`src/rtl/pulse_gen_8ch_pkg.sv`:
```
// pulse_gen_pkg: shared state type, size defaults, reset config and the
// config normalisation used by every pulse_gen_8ch channel.
// Optional feature macro: PULSE_GEN_GUARD_EN (minimum phase width guard).
package pulse_gen_pkg;

    localparam int CNT_W_DEF   = 22;
    localparam int BURST_W_DEF = 16;
    localparam int NORM_W      = 32;

    // Shadow config after reset: a 1-high/1-low toggle, continuous.
    localparam int RST_PERIOD  = 2;
    localparam int RST_HIGH    = 1;
    localparam int RST_BURST   = 0;

    typedef enum logic [1:0] {
        IDLE = 2'd0,
        HIGH = 2'd1,
        LOW  = 2'd2
    } pg_state_t;

    // Effective phase lengths: hi cycles high, lo cycles low.
    typedef struct packed {
        logic [NORM_W-1:0] hi;
        logic [NORM_W-1:0] lo;
    } pg_norm_t;

    // P<2 -> 2, H>=P -> P-1; optional guard stretches both phases to at
    // least guard+2 cycles, except a zero high time stays zero.
    function automatic pg_norm_t pg_normalise(
        input logic [NORM_W-1:0] p,
        input logic [NORM_W-1:0] h,
        input logic [NORM_W-1:0] guard,
        input logic              guard_en
    );
        pg_norm_t          r;
        logic [NORM_W-1:0] pe;
        logic [NORM_W-1:0] he;
        logic [NORM_W-1:0] minw;
        pe   = (p < NORM_W'(2)) ? NORM_W'(2) : p;
        he   = (h >= pe) ? pe - NORM_W'(1) : h;
        r.hi = he;
        r.lo = pe - he;
        minw = guard + NORM_W'(2);
        if (guard_en) begin
            if ((r.hi != '0) && (r.hi < minw)) r.hi = minw;
            if (r.lo < minw) r.lo = minw;
        end
        return r;
    endfunction

endpackage

```
`src/rtl/pulse_gen_8ch_if.sv`:
```
// pulse_gen_8ch_if: config bus, start/stop controls and channel status.
interface pulse_gen_8ch_if
    import pulse_gen_pkg::*;
#(
    parameter int CH_NUM  = 8,
    parameter int CNT_W   = CNT_W_DEF,
    parameter int BURST_W = BURST_W_DEF,
    parameter int CH_W    = (CH_NUM > 1) ? $clog2(CH_NUM) : 1
);
    logic               cfg_wr;
    logic [CH_W-1:0]    cfg_ch;
    logic [CNT_W-1:0]   cfg_period;
    logic [CNT_W-1:0]   cfg_high;
    logic [BURST_W-1:0] cfg_burst;
    logic [CH_NUM-1:0]  ch_start;
    logic [CH_NUM-1:0]  ch_stop;
    logic [CH_NUM-1:0]  pulse_out;
    logic [CH_NUM-1:0]  ch_busy;
    logic [CH_NUM-1:0]  ch_done;

    modport master (
        output cfg_wr, cfg_ch, cfg_period, cfg_high, cfg_burst, ch_start, ch_stop,
        input  pulse_out, ch_busy, ch_done
    );

    modport slave (
        input  cfg_wr, cfg_ch, cfg_period, cfg_high, cfg_burst, ch_start, ch_stop,
        output pulse_out, ch_busy, ch_done
    );
endinterface

```
`src/rtl/pulse_gen_ch.sv`:
```
// pulse_gen_ch: one pulse channel - shadow config, IDLE/HIGH/LOW FSM,
// phase and period counters, registered outputs.
// Optional feature macro: PULSE_GEN_GUARD_EN adds guard_cfg.
module pulse_gen_ch
    import pulse_gen_pkg::*;
#(
    parameter int CNT_W   = CNT_W_DEF,
    parameter int BURST_W = BURST_W_DEF
) (
    input  logic               clk_20m,
    input  logic               rst_n,
`ifdef PULSE_GEN_GUARD_EN
    input  logic [15:0]        guard_cfg,
`endif
    input  logic               wr_en,
    input  logic [CNT_W-1:0]   cfg_period,
    input  logic [CNT_W-1:0]   cfg_high,
    input  logic [BURST_W-1:0] cfg_burst,
    input  logic               start,
    input  logic               stop,
    output logic               pulse_out,
    output logic               busy,
    output logic               done
);

    logic [CNT_W-1:0]   sh_period, sh_high;
    logic [BURST_W-1:0] sh_burst;
    logic [CNT_W-1:0]   wt_period, wt_high;
    logic [BURST_W-1:0] wt_burst;
    logic [NORM_W-1:0]  guard_w;
    logic               guard_en;
    pg_norm_t           nrm;
    logic [CNT_W-1:0]   nrm_hi, nrm_lo;
    logic               unused_nrm_bits;

    logic [CNT_W-1:0]   act_hi, act_lo;
    logic [BURST_W-1:0] act_burst;
    pg_state_t          state_q, state_d;
    logic [CNT_W-1:0]   cnt_q, cnt_d;
    logic [BURST_W-1:0] per_q, per_d, per_inc;
    logic               hi_last, lo_last, burst_end;
    logic               load, done_d, pout_d, busy_d;

`ifdef PULSE_GEN_GUARD_EN
    assign guard_w  = NORM_W'(guard_cfg);
    assign guard_en = 1'b1;
`else
    assign guard_w  = '0;
    assign guard_en = 1'b0;
`endif

    // A write in the same cycle as a load is seen by that load.
    assign wt_period = wr_en ? cfg_period : sh_period;
    assign wt_high   = wr_en ? cfg_high   : sh_high;
    assign wt_burst  = wr_en ? cfg_burst  : sh_burst;

    assign nrm    = pg_normalise(NORM_W'(wt_period), NORM_W'(wt_high), guard_w, guard_en);
    assign nrm_hi = nrm.hi[CNT_W-1:0];
    assign nrm_lo = nrm.lo[CNT_W-1:0];
    assign unused_nrm_bits = ^{nrm.hi[NORM_W-1:CNT_W], nrm.lo[NORM_W-1:CNT_W]};

    assign hi_last   = (cnt_q == act_hi - CNT_W'(1));
    assign lo_last   = (cnt_q == act_lo - CNT_W'(1));
    assign per_inc   = per_q + BURST_W'(1);
    assign burst_end = (act_burst != '0) && (per_inc == act_burst);

    // Shadow config: written by cfg_wr only, read at every load.
    always_ff @(posedge clk_20m or negedge rst_n) begin
        if (!rst_n) begin
            sh_period <= CNT_W'(RST_PERIOD);
            sh_high   <= CNT_W'(RST_HIGH);
            sh_burst  <= BURST_W'(RST_BURST);
        end else if (wr_en) begin
            sh_period <= cfg_period;
            sh_high   <= cfg_high;
            sh_burst  <= cfg_burst;
        end
    end

    // Active config, captured at start and at every period boundary.
    always_ff @(posedge clk_20m or negedge rst_n) begin
        if (!rst_n) begin
            act_hi    <= '0;
            act_lo    <= '0;
            act_burst <= '0;
        end else if (load) begin
            act_hi    <= nrm_hi;
            act_lo    <= nrm_lo;
            act_burst <= wt_burst;
        end
    end

    // State register with its phase and period counters.
    always_ff @(posedge clk_20m or negedge rst_n) begin
        if (!rst_n) begin
            state_q <= IDLE;
            cnt_q   <= '0;
            per_q   <= '0;
        end else begin
            state_q <= state_d;
            cnt_q   <= cnt_d;
            per_q   <= per_d;
        end
    end

    // Next state: stop beats everything, start only counts from IDLE.
    always_comb begin
        state_d = state_q;
        cnt_d   = cnt_q;
        per_d   = per_q;
        load    = 1'b0;
        done_d  = 1'b0;
        if (stop) begin
            state_d = IDLE;
            cnt_d   = '0;
        end else begin
            unique case (state_q)
                IDLE: begin
                    if (start) begin
                        load    = 1'b1;
                        state_d = (nrm_hi == '0) ? LOW : HIGH;
                        cnt_d   = '0;
                        per_d   = '0;
                    end
                end
                HIGH: begin
                    if (hi_last) begin
                        state_d = LOW;
                        cnt_d   = '0;
                    end else begin
                        cnt_d   = cnt_q + CNT_W'(1);
                    end
                end
                LOW: begin
                    if (lo_last) begin
                        if (burst_end) begin
                            state_d = IDLE;
                            done_d  = 1'b1;
                        end else begin
                            load    = 1'b1;
                            state_d = (nrm_hi == '0) ? LOW : HIGH;
                            cnt_d   = '0;
                            per_d   = per_inc;
                        end
                    end else begin
                        cnt_d   = cnt_q + CNT_W'(1);
                    end
                end
                default: state_d = IDLE;
            endcase
        end
    end

    // Outputs follow the state being entered, so they line up with it.
    always_comb begin
        pout_d = (state_d == HIGH);
        busy_d = (state_d != IDLE);
    end

    // Registered outputs.
    always_ff @(posedge clk_20m or negedge rst_n) begin
        if (!rst_n) begin
            pulse_out <= 1'b0;
            busy      <= 1'b0;
            done      <= 1'b0;
        end else begin
            pulse_out <= pout_d;
            busy      <= busy_d;
            done      <= done_d;
        end
    end

endmodule

```
`src/rtl/pulse_gen_8ch.sv`:
```
// pulse_gen_8ch: CH_NUM independent pulse/PWM channels on clk_20m.
// Optional feature macro: PULSE_GEN_GUARD_EN adds the guard_cfg port.
module pulse_gen_8ch
    import pulse_gen_pkg::*;
#(
    parameter int CH_NUM  = 8,
    parameter int CNT_W   = CNT_W_DEF,
    parameter int BURST_W = BURST_W_DEF
) (
    input  logic          clk_20m,
    input  logic          rst_n,
`ifdef PULSE_GEN_GUARD_EN
    input  logic [15:0]   guard_cfg,
`endif
    pulse_gen_8ch_if.slave bus
);

    logic [CH_NUM-1:0] wr_en;
    logic [CH_NUM-1:0] pout, busy, done;

    // Write decode; channel numbers beyond CH_NUM match nothing.
    always_comb begin
        wr_en = '0;
        for (int i = 0; i < CH_NUM; i++) begin
            wr_en[i] = bus.cfg_wr && (32'(bus.cfg_ch) == 32'(i));
        end
    end

    for (genvar g = 0; g < CH_NUM; g++) begin : g_ch
        pulse_gen_ch #(
            .CNT_W   (CNT_W),
            .BURST_W (BURST_W)
        ) u_ch (
            .clk_20m    (clk_20m),
            .rst_n      (rst_n),
`ifdef PULSE_GEN_GUARD_EN
            .guard_cfg  (guard_cfg),
`endif
            .wr_en      (wr_en[g]),
            .cfg_period (bus.cfg_period),
            .cfg_high   (bus.cfg_high),
            .cfg_burst  (bus.cfg_burst),
            .start      (bus.ch_start[g]),
            .stop       (bus.ch_stop[g]),
            .pulse_out  (pout[g]),
            .busy       (busy[g]),
            .done       (done[g])
        );
    end

    assign bus.pulse_out = pout;
    assign bus.ch_busy   = busy;
    assign bus.ch_done   = done;

endmodule
```
`src/flat_wrapper.sv`:
```
// flat-port wrapper written by rule: the top's interface ports become plain ports
module pulse_gen_8ch_flat import pulse_gen_pkg::*;
#(
    parameter int CH_NUM  = 8,
    parameter int CNT_W   = CNT_W_DEF,
    parameter int BURST_W = BURST_W_DEF
)
  (clk_20m, rst_n, bus_cfg_wr, bus_cfg_ch, bus_cfg_period, bus_cfg_high, bus_cfg_burst, bus_ch_start, bus_ch_stop, bus_pulse_out, bus_ch_busy, bus_ch_done);
  pulse_gen_8ch_if #(.CH_NUM(CH_NUM), .CNT_W(CNT_W), .BURST_W(BURST_W)) bus_i ();
  input  logic clk_20m;
  input  logic rst_n;
  input wire logic [$bits(bus_i.cfg_wr)-1:0] bus_cfg_wr;
  input wire logic [$bits(bus_i.cfg_ch)-1:0] bus_cfg_ch;
  input wire logic [$bits(bus_i.cfg_period)-1:0] bus_cfg_period;
  input wire logic [$bits(bus_i.cfg_high)-1:0] bus_cfg_high;
  input wire logic [$bits(bus_i.cfg_burst)-1:0] bus_cfg_burst;
  input wire logic [$bits(bus_i.ch_start)-1:0] bus_ch_start;
  input wire logic [$bits(bus_i.ch_stop)-1:0] bus_ch_stop;
  output wire logic [$bits(bus_i.pulse_out)-1:0] bus_pulse_out;
  output wire logic [$bits(bus_i.ch_busy)-1:0] bus_ch_busy;
  output wire logic [$bits(bus_i.ch_done)-1:0] bus_ch_done;
  assign bus_i.cfg_wr = bus_cfg_wr;
  assign bus_i.cfg_ch = bus_cfg_ch;
  assign bus_i.cfg_period = bus_cfg_period;
  assign bus_i.cfg_high = bus_cfg_high;
  assign bus_i.cfg_burst = bus_cfg_burst;
  assign bus_i.ch_start = bus_ch_start;
  assign bus_i.ch_stop = bus_ch_stop;
  assign bus_pulse_out = bus_i.pulse_out;
  assign bus_ch_busy = bus_i.ch_busy;
  assign bus_ch_done = bus_i.ch_done;
  pulse_gen_8ch #(.CH_NUM(CH_NUM), .CNT_W(CNT_W), .BURST_W(BURST_W)) u_core (.clk_20m(clk_20m), .rst_n(rst_n), .bus(bus_i));
endmodule
```
`config.mk`:
```
export PLATFORM = sky130hd
export DESIGN_NAME = pulse_gen_8ch_flat
export DESIGN_NICKNAME = d
export VERILOG_FILES = /design/src/rtl/pulse_gen_8ch_pkg.sv /design/src/rtl/pulse_gen_8ch_if.sv /design/src/rtl/pulse_gen_ch.sv /design/src/rtl/pulse_gen_8ch.sv /design/src/flat_wrapper.sv
export SDC_FILE = /design/constraint.sdc
export NUM_CORES = 2
export LEC_CHECK = 0
export CAP_MARGIN = 20
export CORE_MARGIN = 4
export CORE_UTILIZATION = 50
export DETAILED_ROUTE_END_ITERATION = 16
export PLACE_DENSITY = 0.66
export SLEW_MARGIN = 20
export SYNTH_ARGS = -nofsm -noshare
export SYNTH_HDL_FRONTEND = slang
export SYNTH_SLANG_ARGS = --single-unit
```
`constraint.sdc`:
```
create_clock -name clk_20m -period 17.2 [get_ports clk_20m]
set_input_delay 4.3 -clock clk_20m [delete_from_list [all_inputs] [get_ports clk_20m]]
set_output_delay 4.3 -clock clk_20m [all_outputs]
set_load 0.005 [all_outputs]
```
Word-level counts from Yosys, hierarchy flattened
Cells that the tools add are included.

word-level totals
  bits of input ports = 82
  output and inout bits = 24
  word-level logic and storage cells = 592
  register bits = 1,304

cells by class
  equal/unequal tests = 95
  order comparisons = 16
  muxes and demuxes = 248
  add/subtract/negate cells = 48
  bitwise gates (word level) = 8
  reductions and logical operators = 81

operators with widths
  cell                                                                    number
  22-bit two-way mux                                                      72
  22-bit one-hot mux with 3 select lines                                  8
  22-bit by 1-bit subtractor with 22-bit output (second input constant)   24
  16-bit two-way mux                                                      32
  22-bit equality test                                                    16
  16-bit one-hot mux with 2 select lines                                  8
  22-bit by 1-bit adder with 22-bit output (second input constant)        8
  22-bit greater-or-equal comparator                                      8
  22-bit zero test                                                        8
  22-bit by 2-bit < comparator with 1-bit output (second input constant)  8
  22-bit subtractor                                                       8
  16-bit by 1-bit adder with 16-bit output (second input constant)        8
  16-bit equality test                                                    8
  16-bit nonzero test                                                     8
  2-bit two-way mux                                                       48
  1-bit two-way mux                                                       64
  2-bit inequality test (second input constant)                           24
  2-bit one-hot mux with 3 select lines                                   8
  5-bit AND reduction                                                     8
  2-bit by 1-bit equality test with 1-bit output (second input constant)  16
  4-bit inequality test (second input constant)                           8
  2-bit nonzero test                                                      16
  4-bit nonzero test                                                      8
  3-bit inequality test (second input constant)                           8
  other kinds (10)                                                        64

Longest topological paths before layout
  depth after elaboration = 14
  gate-level depth with buffers = 33
  mapped depth without buffers = 27

Cells and area by module
From an unflattened synthesis, not the netlist that was laid out.

second synthesis, totals
  cells, all modules = 10,153
  area total of the unflattened synthesis = 94,660.8 µm²

by module, submodules not included
  module                                  seq. area each (µm²)  cells each  area an instance (µm²)  instances
  pulse_gen_ch (u_core.g_ch[2].u_ch ...)  4,081.4               1,248       11,775.0                3
  pulse_gen_ch (u_core.g_ch[6].u_ch)      4,081.4               1,302       12,184.2                1
  pulse_gen_ch (u_core.g_ch[5].u_ch)      4,081.4               1,327       11,911.4                1
  pulse_gen_ch (u_core.g_ch[1].u_ch)      4,081.4               1,264       11,800.1                1
  pulse_gen_ch (u_core.g_ch[7].u_ch)      4,081.4               1,241       11,701.2                1
  pulse_gen_ch (u_core.g_ch[0].u_ch)      4,081.4               1,267       11,643.7                1
  pulse_gen_8ch                           0.0                   8           95.1                    1

Worst setup path before layout
OpenSTA, ideal clock, no wires.

  path kind = input to register
  from = in bus_cfg_wr
  to = reg u_core.g_ch[3].u_ch.act_lo[20]
  setup slack = 5.450 ns
  data required time = 17.072 ns
  library setup time = 0.128 ns
  cell stages on the path = 28
  arrival time = 11.623 ns
  path buffers = 9
  cell sequence = clkbuf_1 -> nand4b_1 -> clkbuf_1 -> clkbuf_1 -> buf_1 -> buf_1 -> clkbuf_1 -> clkbuf_1 -> mux2i_1 -> inv_1 -> ha_1 -> and4_1 -> a221oi_1 -> o21ai_0 -> a31oi_1 -> clkbuf_1 -> clkbuf_1 -> a21oi_1 -> ha_1 -> or3_1 -> o211ai_1 -> nand3_1 -> o211ai_1 -> o21ai_0 -> or4b_2 -> a31oi_1 -> xnor2_1 -> mux2_1

between the ends
  elaborated cells on any way between the ends = 9
  classes of those cells = add/sub (2); order compare (2); mux (4); reduce/logical (1)

RTL lines
  item                                       RTL line                 source
  from (decl)                                flat_wrapper.sv:12       input wire logic [$bits(bus_i.cfg_wr)-1:0] bus_cfg_wr;
  1-bit logical AND *                        pulse_gen_8ch.sv:25      wr_en[i] = bus.cfg_wr && (32'(bus.cfg_ch) == 32'(i));
  22-bit two-way mux *                       pulse_gen_ch.sv:54       assign wt_high = wr_en ? cfg_high : sh_high;
  named net u_core.g_ch[3].u_ch.wt_high[16]  pulse_gen_ch.sv:28       logic [CNT_W-1:0] wt_period, wt_high;
  22-bit greater-or-equal comparator         pulse_gen_8ch_pkg.sv:40  he = (h >= pe) ? pe - NORM_W'(1) : h;
  22-bit two-way mux *                       pulse_gen_8ch_pkg.sv:40
  22-bit subtractor *                        pulse_gen_8ch_pkg.sv:42  r.lo = pe - he;
  to (signal assigned)                       pulse_gen_ch.sv:88       act_lo <= nrm_lo;
  to (decl)                                  pulse_gen_ch.sv:36       logic [CNT_W-1:0] act_hi, act_lo;

The timed path passes the listed nets; every way through them passes the cells marked *.
A chain may end at the register's enable or synchronous reset.

==> qor.txt <==
Post-Syn Area -> 0.0924 mm2
fin crit period -> 12.42 ns
first-pass iteration count of the detailed router -> 8
post-synthesis async set-or-reset flop share -> 1.00
drt wl/cell -> 22.5 um
# DRC -> 0
1st-iter DRT viols -> 8237
cts hold-fix bufs -> 0
vias in the first global route -> 76200
Area growth, synth to finish -> 8.87%
final hold vios -> 0
Syn Area/Cell -> 8.52 um2
largest area contributor in the netlist -> dfrtp_1
CP peak stage delay -> 0.85 ns
Die H -> 438 um
Clk Latency, worst-skew pair -> 0.81 ns
Post-Syn Instances -> 10800
boundary pin count -> 106
final worst slack -> 4.78 ns
GP Congestion -> 0.987
power per standard cell area -> 144 mW/mm2
largest family of logic cells by synthesized area -> simple AND/OR/NAND/NOR gates
core area -> 0.183 mm2
Detail Placement HPWL -> 211000 um
Total Nets Final -> 11100
slew at the pin with the worst max-slew slack -> 1.10 ns
sequential power share -> 0.325
# fillers -> 16700
DIE AREA -> 0.192 mm2
Synth top area share -> 0.349
Top FF cell, synth -> dfrtp_1
sw power -> 0.00596 W
clk_skew -> 0.0282 ns
hold path start -> u_core.g_ch[7].u_ch.sh_burst[3]
Post-synth EDFFs -> 0
family with the most delay on the worst path -> compound AO/OA/AOI/OAI gates
H-tree levels -> 4
Num CTS Buffers -> 156
CTS tree -> done
Setup WS pre-CTS -> 4.14 ns
Final ANT Viol Nets -> 0
Seq cells post-synth -> 1304
crit path from -> bus_cfg_ch[1]
CP arrival -> 13.12 ns
RSZ-0062 raised after global routing -> no
Power, Total -> 0.0144 W
Clk network pwr share -> 0.243
reg2reg start -> u_core.g_ch[2].u_ch.sh_period[15]
xor and xnor area share after synthesis -> 0.0861
chip width -> 438 um
Syn Nets -> 11300
maximum VDD drop -> 87.9 uV
Buffers on Ports -> 105
clk sinks -> 1304
largest net degree at the start of global routing -> 174
crit-path max FO -> 52
CP Data Required Time -> 17.90 ns
final setup violation count -> 0
Pleak -> 44.1 nW
status -> finished clean
clk buf depth -> 3
Final period util -> 0.722
Compound-Gate Fraction of Synth Area -> 0.148
Final Slew Violations -> 0
YS warnings -> 0
starting density of the core -> 0.503
mux contribution to synthesized area -> 0.0733
Yosys cell types -> 104
Pint -> 0.00849 W
Synth Area in Simple Gates -> 0.226
vias post-DR -> 81200
Cells after DPL -> 12900
Hold/Removal Path Class -> flop to flop
max-cap viol count -> 0
Critical Path End Type -> flop
fmax -> 80.5 MHz
initial antenna violation count -> 11
sum of negative setup slack -> 0 ns
Synth Area in Adders -> 0.0581
Worst Path Buf+Inv -> 5
total congestion overflow -> 0
first-pass GRT wire length -> 454000 um
Clock Tree Root -> clkbuf_16
combinational power share -> 0.433
register area share after synthesis -> 0.353
final wirelength -> 297000 um
top cells by area, synth -> dfrtp_1, xnor2_1, ha_1
Post-Layout Cell Count -> 13200
Post-CTS Setup Repair Bufs -> 0
crit path kind -> input port to flop
CP startpoint kind -> input port
Vias/cell -> 6.16
slowest stage cell, crit path -> clkdlybuf4s50_1
clock-pin slew on the worst setup and hold paths -> 0.06 ns
post_cts resized -> 0
sw frac -> 0.412
GRT Overall Usage -> 0.300
share of layout cells above drive strength 1 -> 0.0802
final core utilization -> 0.548
Slew headroom -> 0.247
Cell Rows -> 157
power by group through the flow:
stage / logic, W / clock network [W] / registers [W]
after floorplan: 0.00476 / 0 / 0.00431
after global placement: 0.00594 / 0 / 0.00467
after detailed placement: 0.00610 / 0 / 0.00470
after CTS: 0.00615 / 0.00357 / 0.00466
after global routing: 0.00688 / 0.00369 / 0.00478
final: 0.00625 / 0.00351 / 0.00469
synth_stat cells (all sizes together), types with 75 or more instances:
library cell,count
nand2,1340
dfrtp,1288
nor2,743
inv,659
xnor2,649
a21oi,560
o21ai,520
clkbuf,480
ha,416
nor3,359
mux2i,321
mux2,314
nand3,284
xor2,259
nor4,244
nand4,168
and2,166
buf,158
o31ai,138
or4,128
or3,127
and3,112
a21o,108
nand2b,106
a31oi,103
nor2b,92
o21a,75
sequential cells by signal (all words and copies together), names as in the netlist, 16 cells and up:
| register | flops |
|---|---|
| u_core.g_ch.u_ch.sh_burst | 128 |
| u_core.g_ch.u_ch.cnt_q | 176 |
| u_core.g_ch.u_ch.state_q | 16 |
| u_core.g_ch.u_ch.act_hi | 176 |
| u_core.g_ch.u_ch.sh_high | 176 |
| u_core.g_ch.u_ch.act_burst | 128 |
| u_core.g_ch.u_ch.per_q | 128 |
| u_core.g_ch.u_ch.act_lo | 176 |
| u_core.g_ch.u_ch.sh_period | 176 |
cells in the final DEF, fill, tap and decap left out, drive strengths merged, types with 166 or more instances in the layout:
| master | n |
|---|---|
| nor3 | 359 |
| xor2 | 259 |
| nor4 | 244 |
| nand2 | 1340 |
| dfrtp | 1288 |
| nand4 | 168 |
| nor2 | 743 |
| mux2 | 314 |
| a21oi | 560 |
| nand3 | 284 |
| and2 | 166 |
| mux2i | 321 |
| clkbuf | 214 |
| xnor2 | 649 |
| inv | 668 |
| ha | 416 |
| o21ai | 520 |
final cells by class:
| cell class | instances | area (um2) | area share |
|---|---|---|---|
| clock buffers | 214 | 4550 | 0.0453 |
| inverters | 661 | 2480 | 0.0247 |
| repair buffers | 230 | 2050 | 0.0204 |
| well taps | 2464 | 3080 | 0.0307 |
| clock inverters | 73 | 868 | 0.00864 |
| diodes | 11 | 27.5 | 0.000274 |
| multi-input cells | 8236 | 54800 | 0.545 |
| flip-flops and latches | 1304 | 32700 | 0.325 |
worst reg2reg max path, stage by stage, from the launching register on:
cell and delay (ns):
dfrtp_1 0.42, or3_1 0.40, or4_1 0.52, a211o_1 0.46
o21ai_0 0.73, inv_1 0.10, ha_1 0.29, nand2b_1 0.15
a21oi_1 0.15, nor4_1 0.06, o21ai_0 0.14, nor4b_2 0.20
buf_4 0.40, nor2_1 0.09, a21oi_1 0.21, ha_1 0.24
fa_1 0.24, nor2b_1 0.07, o31a_1 0.24, o21ai_0 0.24
a21oi_1 0.15, a41oi_1 0.39, a211oi_1 0.17, or4b_2 0.66
a31oi_1 0.22, xnor2_1 0.08, mux2_2 0.26
kinds of logic (layout without fill, tap and decap cells):
group,Yosys count,count (layout)
adder cells (fa/ha/maj),424,424
buffers and inverters,1299,1178
XOR/XNOR,908,908
AO/OA/AOI/OAI,2110,2110
flip-flops,1304,1304
multiplexers,636,636
AND/OR/NAND/NOR,4158,4158
other,0,11
worst paths after layout:
kind | end | slack (ns) | cells past startpoint
hold / removal | u_core.g_ch[7].u_ch.sh_burst[3] | 0.47 | 2
min in group asynchronous | u_core.g_ch[5].u_ch.per_q[7] | 3.37 | 1
max in group asynchronous | u_core.g_ch[0].u_ch.pulse_out | 11.36 | 3
setup / recovery | u_core.g_ch[2].u_ch.act_lo[20] | 4.78 | 29
hold reg to reg | u_core.g_ch[7].u_ch.sh_burst[3] | 0.47 | 2
setup reg to reg | u_core.g_ch[2].u_ch.act_lo[20] | 9.80 | 26
metal layers:
layer / vias up / global-route usage / wire length, um
met2: 2956 / 0.466 / 132000
met4: 0 / 0.124 / 13700
met1: 39600 / 0.413 / 129000
li1: 38000 / - / -
met5: - / 0 / 0
met3: 618 / 0.0535 / 22300
per-stage QoR:
step,hold WS (ns),cell area (um2)
detailed placement,0.457,95000
finish,0.467,101000
global route,0.483,101000
global placement,0.449,95000
floorplan,0.436,92400
CTS,0.472,100000
No activity file was read; power rests on OpenSTA's default activity.
